--- src/rtl/uart_debug_core_pkg.sv ---
// Shared parity selectors and RX/TX state encodings for the UART debug core.
package uart_debug_core_pkg;

  localparam int unsigned PARITY_NONE = 0;
  localparam int unsigned PARITY_ODD  = 1;
  localparam int unsigned PARITY_EVEN = 2;

  typedef enum logic [2:0] {
    RX_IDLE,
    RX_START,
    RX_DATA,
    RX_PAR,
    RX_STOP
  } rx_state_e;

  typedef enum logic [2:0] {
    TX_IDLE,
    TX_START,
    TX_DATA,
    TX_PAR,
    TX_STOP
  } tx_state_e;

endpackage

--- src/rtl/uart_sync_fifo.sv ---
// Synchronous FIFO with wrap-bit pointers; a pop frees the slot a same-cycle push needs when full.
module uart_sync_fifo #(
  parameter int unsigned WIDTH = 8,
  parameter int unsigned DEPTH = 16
) (
  input  logic             clk,
  input  logic             rst,
  input  logic             push,
  input  logic             pop,
  input  logic [WIDTH-1:0] wdata,
  output logic [WIDTH-1:0] rdata,
  output logic             full,
  output logic             empty
);

  localparam int unsigned AW = $clog2(DEPTH);

  logic [AW:0]      wr_ptr_q, wr_ptr_d;
  logic [AW:0]      rd_ptr_q, rd_ptr_d;
  logic [WIDTH-1:0] mem_q [DEPTH];
  logic             do_push;
  logic             do_pop;

  always_comb begin
    empty    = (wr_ptr_q == rd_ptr_q);
    full     = (wr_ptr_q[AW] != rd_ptr_q[AW]) && (wr_ptr_q[AW-1:0] == rd_ptr_q[AW-1:0]);
    do_pop   = pop && !empty;
    do_push  = push && (!full || do_pop);
    wr_ptr_d = wr_ptr_q + (AW+1)'(do_push);
    rd_ptr_d = rd_ptr_q + (AW+1)'(do_pop);
    rdata    = mem_q[rd_ptr_q[AW-1:0]];
  end

  always_ff @(posedge clk) begin
    if (rst) begin
      wr_ptr_q <= '0;
      rd_ptr_q <= '0;
    end else begin
      wr_ptr_q <= wr_ptr_d;
      rd_ptr_q <= rd_ptr_d;
    end
  end

  always_ff @(posedge clk) begin
    if (do_push) mem_q[wr_ptr_q[AW-1:0]] <= wdata;
  end

endmodule

--- src/rtl/uart_debug_core.sv ---
// UART debug core: synchronised RX with parity/frame/overrun checks into a FIFO, TX engine,
// optional echo of received bytes and active-low LED view of the last good byte.
module uart_debug_core
  import uart_debug_core_pkg::*;
#(
  parameter int unsigned CLK_FREQ   = 27000000,
  parameter int unsigned BAUD       = 115200,
  parameter int unsigned DATA_BITS  = 8,
  parameter int unsigned PARITY     = 0,
  parameter int unsigned FIFO_DEPTH = 16,
  parameter int unsigned LED_W      = 6,
  parameter int unsigned ECHO       = 0
) (
  input  logic                 clk,
  input  logic                 rst,
  input  logic                 rx_pin,
  output logic                 tx_pin,
  output logic [DATA_BITS-1:0] rx_data,
  output logic                 rx_valid,
  input  logic                 rx_ready,
  input  logic [DATA_BITS-1:0] tx_data,
  input  logic                 tx_valid,
  output logic                 tx_ready,
  output logic                 parity_err,
  output logic                 frame_err,
  output logic                 overrun,
  output logic [LED_W-1:0]     led
);

  localparam int unsigned DIV     = CLK_FREQ / BAUD;
  localparam int unsigned HALF    = DIV / 2;
  localparam int unsigned CW      = $clog2(DIV);
  localparam int unsigned BW      = $clog2(DATA_BITS);
  localparam bit          HAS_PAR = (PARITY != PARITY_NONE);
  localparam bit          ECHO_EN = (ECHO != 0);

  function automatic logic par_bit(input logic [DATA_BITS-1:0] d);
    return (PARITY == PARITY_ODD) ? ~^d : ^d;
  endfunction

  rx_state_e            rx_state_q, rx_state_d;
  tx_state_e            tx_state_q, tx_state_d;
  logic                 rx_s1_q, rx_s1_d, rx_s2_q, rx_s2_d, rx_prev_q, rx_prev_d;
  logic [CW-1:0]        rx_cnt_q, rx_cnt_d, tx_cnt_q, tx_cnt_d;
  logic [BW-1:0]        rx_idx_q, rx_idx_d, tx_idx_q, tx_idx_d;
  logic [DATA_BITS-1:0] rx_sh_q, rx_sh_d, tx_sh_q, tx_sh_d;
  logic                 rx_par_q, rx_par_d, tx_par_q, tx_par_d;
  logic                 rx_good_q, rx_good_d;
  logic                 parity_err_q, parity_err_d, frame_err_q, frame_err_d;
  logic                 overrun_q, overrun_d;
  logic [LED_W-1:0]     led_q, led_d;
  logic                 tx_pin_q, tx_pin_d, tx_ready_q, tx_ready_d;
  logic                 fifo_full, fifo_empty, pop_c, accept_c, tx_start_c, par_bad_c;
  logic [DATA_BITS-1:0] fifo_rdata;

  uart_sync_fifo #(.WIDTH(DATA_BITS), .DEPTH(FIFO_DEPTH)) u_rx_fifo (
    .clk   (clk),
    .rst   (rst),
    .push  (rx_good_q),
    .pop   (pop_c),
    .wdata (rx_sh_q),
    .rdata (fifo_rdata),
    .full  (fifo_full),
    .empty (fifo_empty)
  );

  // In echo mode the transmitter drains the FIFO itself and the user-side handshakes go dead.
  assign pop_c      = ECHO_EN ? (tx_state_q == TX_IDLE) && !fifo_empty : rx_ready && !fifo_empty;
  assign tx_start_c = ECHO_EN ? (tx_state_q == TX_IDLE) && !fifo_empty : tx_valid && tx_ready_q;
  assign accept_c   = rx_good_q && (!fifo_full || pop_c);
  assign par_bad_c  = HAS_PAR && (rx_par_q != par_bit(rx_sh_q));

  assign rx_data    = fifo_rdata;
  assign rx_valid   = !ECHO_EN && !fifo_empty;
  assign tx_pin     = tx_pin_q;
  assign tx_ready   = tx_ready_q;
  assign parity_err = parity_err_q;
  assign frame_err  = frame_err_q;
  assign overrun    = overrun_q;
  assign led        = led_q;

  // RX next state: start-bit qualification at half bit, then centre sampling every DIV clocks.
  always_comb begin
    rx_s1_d      = rx_pin;
    rx_s2_d      = rx_s1_q;
    rx_prev_d    = rx_s2_q;
    rx_state_d   = rx_state_q;
    rx_cnt_d     = rx_cnt_q + CW'(1);
    rx_idx_d     = rx_idx_q;
    rx_sh_d      = rx_sh_q;
    rx_par_d     = rx_par_q;
    rx_good_d    = 1'b0;
    parity_err_d = 1'b0;
    frame_err_d  = 1'b0;
    overrun_d    = rx_good_q && !accept_c;
    led_d        = accept_c ? ~rx_sh_q[LED_W-1:0] : led_q;
    unique case (rx_state_q)
      RX_IDLE: begin
        rx_cnt_d = '0;
        if (rx_prev_q && !rx_s2_q) rx_state_d = RX_START;
      end
      RX_START: if (rx_cnt_q == CW'(HALF - 1)) begin
        rx_cnt_d   = '0;
        rx_idx_d   = '0;
        rx_state_d = rx_s2_q ? RX_IDLE : RX_DATA;
      end
      RX_DATA: if (rx_cnt_q == CW'(DIV - 1)) begin
        rx_cnt_d = '0;
        rx_sh_d  = {rx_s2_q, rx_sh_q[DATA_BITS-1:1]};
        rx_idx_d = rx_idx_q + BW'(1);
        if (rx_idx_q == BW'(DATA_BITS - 1)) rx_state_d = HAS_PAR ? RX_PAR : RX_STOP;
      end
      RX_PAR: if (rx_cnt_q == CW'(DIV - 1)) begin
        rx_cnt_d   = '0;
        rx_par_d   = rx_s2_q;
        rx_state_d = RX_STOP;
      end
      RX_STOP: if (rx_cnt_q == CW'(DIV - 1)) begin
        rx_state_d   = RX_IDLE;
        frame_err_d  = !rx_s2_q;
        parity_err_d = rx_s2_q && par_bad_c;
        rx_good_d    = rx_s2_q && !par_bad_c;
      end
      default: rx_state_d = RX_IDLE;
    endcase
  end

  always_ff @(posedge clk) begin
    if (rst) begin
      rx_s1_q      <= 1'b1;
      rx_s2_q      <= 1'b1;
      rx_prev_q    <= 1'b1;
      rx_state_q   <= RX_IDLE;
      rx_cnt_q     <= '0;
      rx_idx_q     <= '0;
      rx_sh_q      <= '0;
      rx_par_q     <= 1'b0;
      rx_good_q    <= 1'b0;
      parity_err_q <= 1'b0;
      frame_err_q  <= 1'b0;
      overrun_q    <= 1'b0;
      led_q        <= '1;
    end else begin
      rx_s1_q      <= rx_s1_d;
      rx_s2_q      <= rx_s2_d;
      rx_prev_q    <= rx_prev_d;
      rx_state_q   <= rx_state_d;
      rx_cnt_q     <= rx_cnt_d;
      rx_idx_q     <= rx_idx_d;
      rx_sh_q      <= rx_sh_d;
      rx_par_q     <= rx_par_d;
      rx_good_q    <= rx_good_d;
      parity_err_q <= parity_err_d;
      frame_err_q  <= frame_err_d;
      overrun_q    <= overrun_d;
      led_q        <= led_d;
    end
  end

  // TX next state; the pin is registered from the next state so it moves the cycle after a handshake.
  always_comb begin
    tx_state_d = tx_state_q;
    tx_cnt_d   = tx_cnt_q + CW'(1);
    tx_idx_d   = tx_idx_q;
    tx_sh_d    = tx_sh_q;
    tx_par_d   = tx_par_q;
    unique case (tx_state_q)
      TX_IDLE: begin
        tx_cnt_d = '0;
        if (tx_start_c) begin
          tx_sh_d    = ECHO_EN ? fifo_rdata : tx_data;
          tx_par_d   = par_bit(tx_sh_d);
          tx_idx_d   = '0;
          tx_state_d = TX_START;
        end
      end
      TX_START: if (tx_cnt_q == CW'(DIV - 1)) begin
        tx_cnt_d   = '0;
        tx_state_d = TX_DATA;
      end
      TX_DATA: if (tx_cnt_q == CW'(DIV - 1)) begin
        tx_cnt_d = '0;
        tx_sh_d  = tx_sh_q >> 1;
        tx_idx_d = tx_idx_q + BW'(1);
        if (tx_idx_q == BW'(DATA_BITS - 1)) tx_state_d = HAS_PAR ? TX_PAR : TX_STOP;
      end
      TX_PAR: if (tx_cnt_q == CW'(DIV - 1)) begin
        tx_cnt_d   = '0;
        tx_state_d = TX_STOP;
      end
      TX_STOP: if (tx_cnt_q == CW'(DIV - 1)) begin
        tx_cnt_d   = '0;
        tx_state_d = TX_IDLE;
      end
      default: tx_state_d = TX_IDLE;
    endcase
    unique case (tx_state_d)
      TX_START: tx_pin_d = 1'b0;
      TX_DATA:  tx_pin_d = tx_sh_d[0];
      TX_PAR:   tx_pin_d = tx_par_d;
      default:  tx_pin_d = 1'b1;
    endcase
    tx_ready_d = (tx_state_d == TX_IDLE) && !ECHO_EN;
  end

  always_ff @(posedge clk) begin
    if (rst) begin
      tx_state_q <= TX_IDLE;
      tx_cnt_q   <= '0;
      tx_idx_q   <= '0;
      tx_sh_q    <= '0;
      tx_par_q   <= 1'b0;
      tx_pin_q   <= 1'b1;
      tx_ready_q <= 1'b0;
    end else begin
      tx_state_q <= tx_state_d;
      tx_cnt_q   <= tx_cnt_d;
      tx_idx_q   <= tx_idx_d;
      tx_sh_q    <= tx_sh_d;
      tx_par_q   <= tx_par_d;
      tx_pin_q   <= tx_pin_d;
      tx_ready_q <= tx_ready_d;
    end
  end

endmodule

--- config.mk ---
export PLATFORM = sky130hd
export DESIGN_NAME = uart_debug_core
export DESIGN_NICKNAME = d
export VERILOG_FILES = /design/src/rtl/uart_debug_core_pkg.sv /design/src/rtl/uart_sync_fifo.sv /design/src/rtl/uart_debug_core.sv
export SDC_FILE = /design/constraint.sdc
export NUM_CORES = 1
export LEC_CHECK = 0
export CORE_MARGIN = 10
export CORE_UTILIZATION = 40
export CTS_CLUSTER_DIAMETER = 80
export DETAILED_ROUTE_END_ITERATION = 8
export GPL_ROUTABILITY_DRIVEN = 1
export SYNTH_ARGS = -nofsm -noshare
export SYNTH_HDL_FRONTEND = slang
export SYNTH_HIERARCHICAL = 1
export SYNTH_SLANG_ARGS = --single-unit
--- constraint.sdc ---
create_clock -name clk -period 7.26 [get_ports clk]
set_clock_uncertainty 0.1 [all_clocks]
set_input_delay 1.452 -clock clk [delete_from_list [all_inputs] [get_ports clk]]
set_output_delay 1.452 -clock clk [all_outputs]
set_load 0.02 [all_outputs]
==> impl_metrics.xml <==
<?xml version="1.0" encoding="UTF-8"?>
<metrics>
  <group name="run_status">
    <metric name="outcome" unit="">finished, final reports clean</metric>
  </group>
  <group name="grt">
    <metric name="grt_pass1_wl" unit="µm">25600</metric>
    <metric name="grt_start_max_net_pins" unit="">56</metric>
    <metric name="gr-usage-all-layers" unit="%">12.2</metric>
    <metric name="grt-ovfl-total" unit="">0</metric>
    <metric name="number_of_antenna_violations_at_the_first_check_in_global_routing" unit="">0</metric>
    <metric name="via_count_of_the_first_global_routing_pass" unit="">4752</metric>
  </group>
  <group name="power">
    <metric name="sequentialPowerShare" unit="%">54.4</metric>
    <metric name="power_report.internal_total" unit="mW">1.70</metric>
    <metric name="pwr_density_cell" unit="mW/mm²">233</metric>
    <metric name="irDropWorstVdd" unit="V">0.000174</metric>
    <metric name="sw_frac_of_total" unit="%">22.1</metric>
    <metric name="clock_power_share" unit="%">43.5</metric>
    <metric name="proportion_of_power_drawn_by_combinational_gates" unit="%">2.1</metric>
    <metric name="p_total" unit="mW">2.18</metric>
    <metric name="power_switching" unit="mW">0.482</metric>
    <metric name="power_leakage" unit="nW">3.00</metric>
  </group>
  <group name="synthesis">
    <metric name="synthDominantCellAreaShare" unit="%">46.5</metric>
    <metric name="yosysUniqueCellTypes" unit="">56</metric>
    <metric name="ys_async_sr_fraction" unit="%">0</metric>
    <metric name="synth_warnings" unit="">6</metric>
    <metric name="synth_top_cell_by_area" unit="">sky130_fd_sc_hd__edfxtp_1</metric>
    <metric name="syn_inst" unit="">571</metric>
    <metric name="mappedNetlistArea" unit="mm²">0.00827</metric>
    <metric name="syn_area_per_cell" unit="µm²">14.5</metric>
    <metric name="synth.yosys.seq_area_share" unit="%">63.2</metric>
    <metric name="syn-num-nets" unit="">597</metric>
    <metric name="ranking_of_synthesized_cells_by_area" unit="">sky130_fd_sc_hd__edfxtp_1 (46%), sky130_fd_sc_hd__dfxtp_1 (17%), sky130_fd_sc_hd__mux4_2 (5.4%)</metric>
    <metric name="synth_flop_cell" unit="">sky130_fd_sc_hd__edfxtp_1</metric>
    <metric name="postSynthRegisterBits" unit="">197</metric>
    <metric name="synth_enable_flop_cells" unit="">128</metric>
  </group>
  <group name="sta">
    <metric name="timing.final.crit_period" unit="ps">4640</metric>
    <metric name="hold_viol" unit="">0</metric>
    <metric name="final_slew_violations" unit="">0</metric>
    <metric name="total_negative_setup_slacks" unit="ps">0</metric>
    <metric name="finalSetupViolCount" unit="">0</metric>
    <metric name="fin_worst_hold_slack" unit="ps">313</metric>
    <metric name="maxClockFrequency" unit="GHz">0.216</metric>
    <metric name="max-slew-margin-rel" unit="%">14.5</metric>
    <metric name="worst_slack" unit="ps">2620</metric>
    <metric name="post-route-period-util" unit="%">63.9</metric>
    <metric name="grt_setup_unrepaired" unit="">no</metric>
    <metric name="max_slew.worst_pin.slew" unit="ps">1280</metric>
  </group>
  <group name="place">
    <metric name="dp_hpwl" unit="µm">10500</metric>
    <metric name="globalplace.congestion" unit="">0.752</metric>
    <metric name="detailedPlace.worstSlack" unit="ps">2980</metric>
    <metric name="port_buffers" unit="">31</metric>
  </group>
  <group name="route">
    <metric name="totalWireLength" unit="µm">15900</metric>
    <metric name="dr_wl_met3" unit="µm">713</metric>
    <metric name="via_count" unit="">4656</metric>
    <metric name="detailedRoute.firstIterationViolations" unit="">396</metric>
    <metric name="detail_route.first_pass.iterations" unit="">5</metric>
    <metric name="highest-signal-layer" unit="">met4</metric>
    <metric name="detail_route.wl_per_cell" unit="µm">18.0</metric>
    <metric name="routed-wl-met2" unit="µm">7670</metric>
    <metric name="routedLengthMet1" unit="µm">7270</metric>
    <metric name="post_drt_via_cell_ratio" unit="">5.28</metric>
    <metric name="drtAntennaViolNets" unit="">0</metric>
    <metric name="drcViolationCount" unit="">0</metric>
  </group>
  <group name="critical_path">
    <metric name="critPathRequiredTime" unit="ps">5710</metric>
    <metric name="cp_slowest_cell" unit="">sky130_fd_sc_hd__dfxtp_2</metric>
    <metric name="cp.arrival" unit="ps">3080</metric>
    <metric name="cp-start-kind" unit="">flop</metric>
    <metric name="critical_path_class" unit="">flop to output port</metric>
    <metric name="critical-path-top-delay-family" unit="">flip-flops</metric>
    <metric name="worst_path_largest_cell_delay" unit="ps">960</metric>
    <metric name="timing.critical_path.buf_inv" unit="">1</metric>
    <metric name="worstPathCellList" unit="">nor2b_1 &gt; a22oi_1 &gt; mux2i_1 &gt; o21ai_1 &gt; clkdlybuf4s50_1</metric>
    <metric name="endpoint_kind" unit="">output port</metric>
    <metric name="critical_path_peak_fanout" unit="">28</metric>
  </group>
  <group name="die">
    <metric name="floorplan.io_pins" unit="">33</metric>
    <metric name="die_w" unit="µm">164</metric>
    <metric name="floorplan.initialDensity" unit="%">40.7</metric>
    <metric name="placeableCoreArea" unit="mm²">0.0203</metric>
    <metric name="die-area" unit="mm²">0.0268</metric>
    <metric name="placement_rows" unit="">52</metric>
    <metric name="die_h" unit="µm">164</metric>
  </group>
  <group name="clock_network">
    <metric name="hold_fix_buffers_at_cts" unit="">0</metric>
    <metric name="path_clk_slew" unit="ps">70</metric>
    <metric name="cts_buffers" unit="">17</metric>
    <metric name="clkLatencyLatePin" unit="ps">440</metric>
    <metric name="cts_tree" unit="">yes</metric>
    <metric name="h-tree-depth" unit="">4</metric>
    <metric name="numClockSinks" unit="">197</metric>
    <metric name="post_cts_buffers" unit="">0</metric>
    <metric name="cts_root_buffer" unit="">sky130_fd_sc_hd__clkbuf_16</metric>
    <metric name="post_cts.resized_instances" unit="">0</metric>
    <metric name="clock_tree.buffer_depth" unit="">2</metric>
  </group>
  <group name="run">
    <metric name="max_cap_violations" unit="">0</metric>
  </group>
  <group name="layout">
    <metric name="flow.area_growth_from_synthesis" unit="%">13.2</metric>
    <metric name="most_common_library_cell_in_the_layout_ignoring_fill_and_taps" unit="">sky130_fd_sc_hd__edfxtp_1</metric>
    <metric name="post_route_cells_drive_above_1_share" unit="%">14.2</metric>
    <metric name="nNetsFinal" unit="">624</metric>
    <metric name="most-common-layout-cells" unit="">sky130_fd_sc_hd__edfxtp_1 (128), sky130_fd_sc_hd__dfxtp_1 (67), sky130_fd_sc_hd__nor2_1 (59), sky130_fd_sc_hd__mux2i_1 (35), sky130_fd_sc_hd__clkdlybuf4s50_1 (30)</metric>
    <metric name="diodes" unit="">0</metric>
  </group>
  <group name="hold_path">
    <metric name="min_path_type" unit="">flop to flop</metric>
  </group>
</metrics>
==> metrics by stage <==
step / util, % / instances / cell area, µm²
after floorplan: - / 571 / 8270
after global placement: 43.1 / 849 / 8760
after detailed placement: 43.1 / 849 / 8760
after CTS: 46.1 / 881 / 9360
after global routing: 46.1 / 881 / 9360
final: 46.1 / 881 / 9360
==> per-layer routing <==
metal  track usage, %  up-vias
li1                 -     2210
met1             15.5     2337
met2             19.9       93
met3             3.23       16
met4             4.14        0
met5                0        -
==> area by class of cell <==
class,instances,area [µm²]
Clock buffer,17,425
Clock inverter,15,175
Fill cell,1801,10900
Inverter,9,33.8
Multi-Input combinational cell,334,2790
Sequential cell,197,5230
Tap cell,270,338
Timing Repair Buffer,39,365
==> synth_stat cells (10+ instances only) <==
cell type	number
sky130_fd_sc_hd__nand2_1	19
sky130_fd_sc_hd__nor2_1	59
sky130_fd_sc_hd__mux2i_1	35
sky130_fd_sc_hd__mux4_2	20
sky130_fd_sc_hd__nand3_1	11
sky130_fd_sc_hd__a32oi_1	10
sky130_fd_sc_hd__xor2_1	13
sky130_fd_sc_hd__a22oi_1	14
sky130_fd_sc_hd__a21oi_1	14
sky130_fd_sc_hd__edfxtp_1	128
sky130_fd_sc_hd__dfxtp_1	69
sky130_fd_sc_hd__ha_1	13
sky130_fd_sc_hd__xnor2_1	17
sky130_fd_sc_hd__nor2b_1	13
==> power groups by stage <==
| stage | sequential (mW) | combinational, mW | clock [mW] |
|---|---|---|---|
| after global placement | 1.21 | 0.0450 | 0 |
| after global routing | 1.19 | 0.0511 | 1.01 |
| final | 1.19 | 0.0455 | 0.949 |
| after detailed placement | 1.21 | 0.0460 | 0 |
| after floorplan | 1.21 | 0.0299 | 0 |
| after CTS | 1.19 | 0.0462 | 0.971 |
==> path summary, 6_finish.rpt <==
kind                                    start                                to  slack (ps)  cells after the start
max          u_rx_fifo/rd_ptr_q[0]$_SDFF_PP0_                        rx_data[3]        2620                      5
min reg2reg                rx_s1_q$_SDFF_PP1_              rx_prev_d$_SDFF_PP1_         310                      1
min                        rx_s1_q$_SDFF_PP1_              rx_prev_d$_SDFF_PP1_         310                      1
max reg2reg  u_rx_fifo/rd_ptr_q[1]$_SDFF_PP0_  u_rx_fifo/mem_q[11][6]$_DFFE_PP_        3540                      6
==> flip-flops by register name, indices dropped and copies added (netlist names), 3 cells and up <==
signal,cells
tx_idx_q,3
rx_state_q,3
u_rx_fifo/rd_ptr_q,5
led,6
tx_sh_q,8
u_rx_fifo/wr_ptr_q,5
u_rx_fifo/mem_q,128
rx_idx_q,3
tx_cnt_q,8
rx_sh_q,8
tx_state_q,3
rx_cnt_q,8
==> logic make-up after synthesis <==
| family | count (synthesis) | share of synthesized area [%] |
|---|---|---|
| buf+inv | 40 | 3.03 |
| mux | 59 | 11.0 |
| simple gates | 163 | 11.6 |
| compound gates | 68 | 6.05 |
| other cells | 1 | 0.0454 |
| flops | 197 | 63.2 |
| fa+ha+maj | 13 | 1.97 |
| xor+xnor | 30 | 3.18 |
Power figures use the tool's default switching activity.
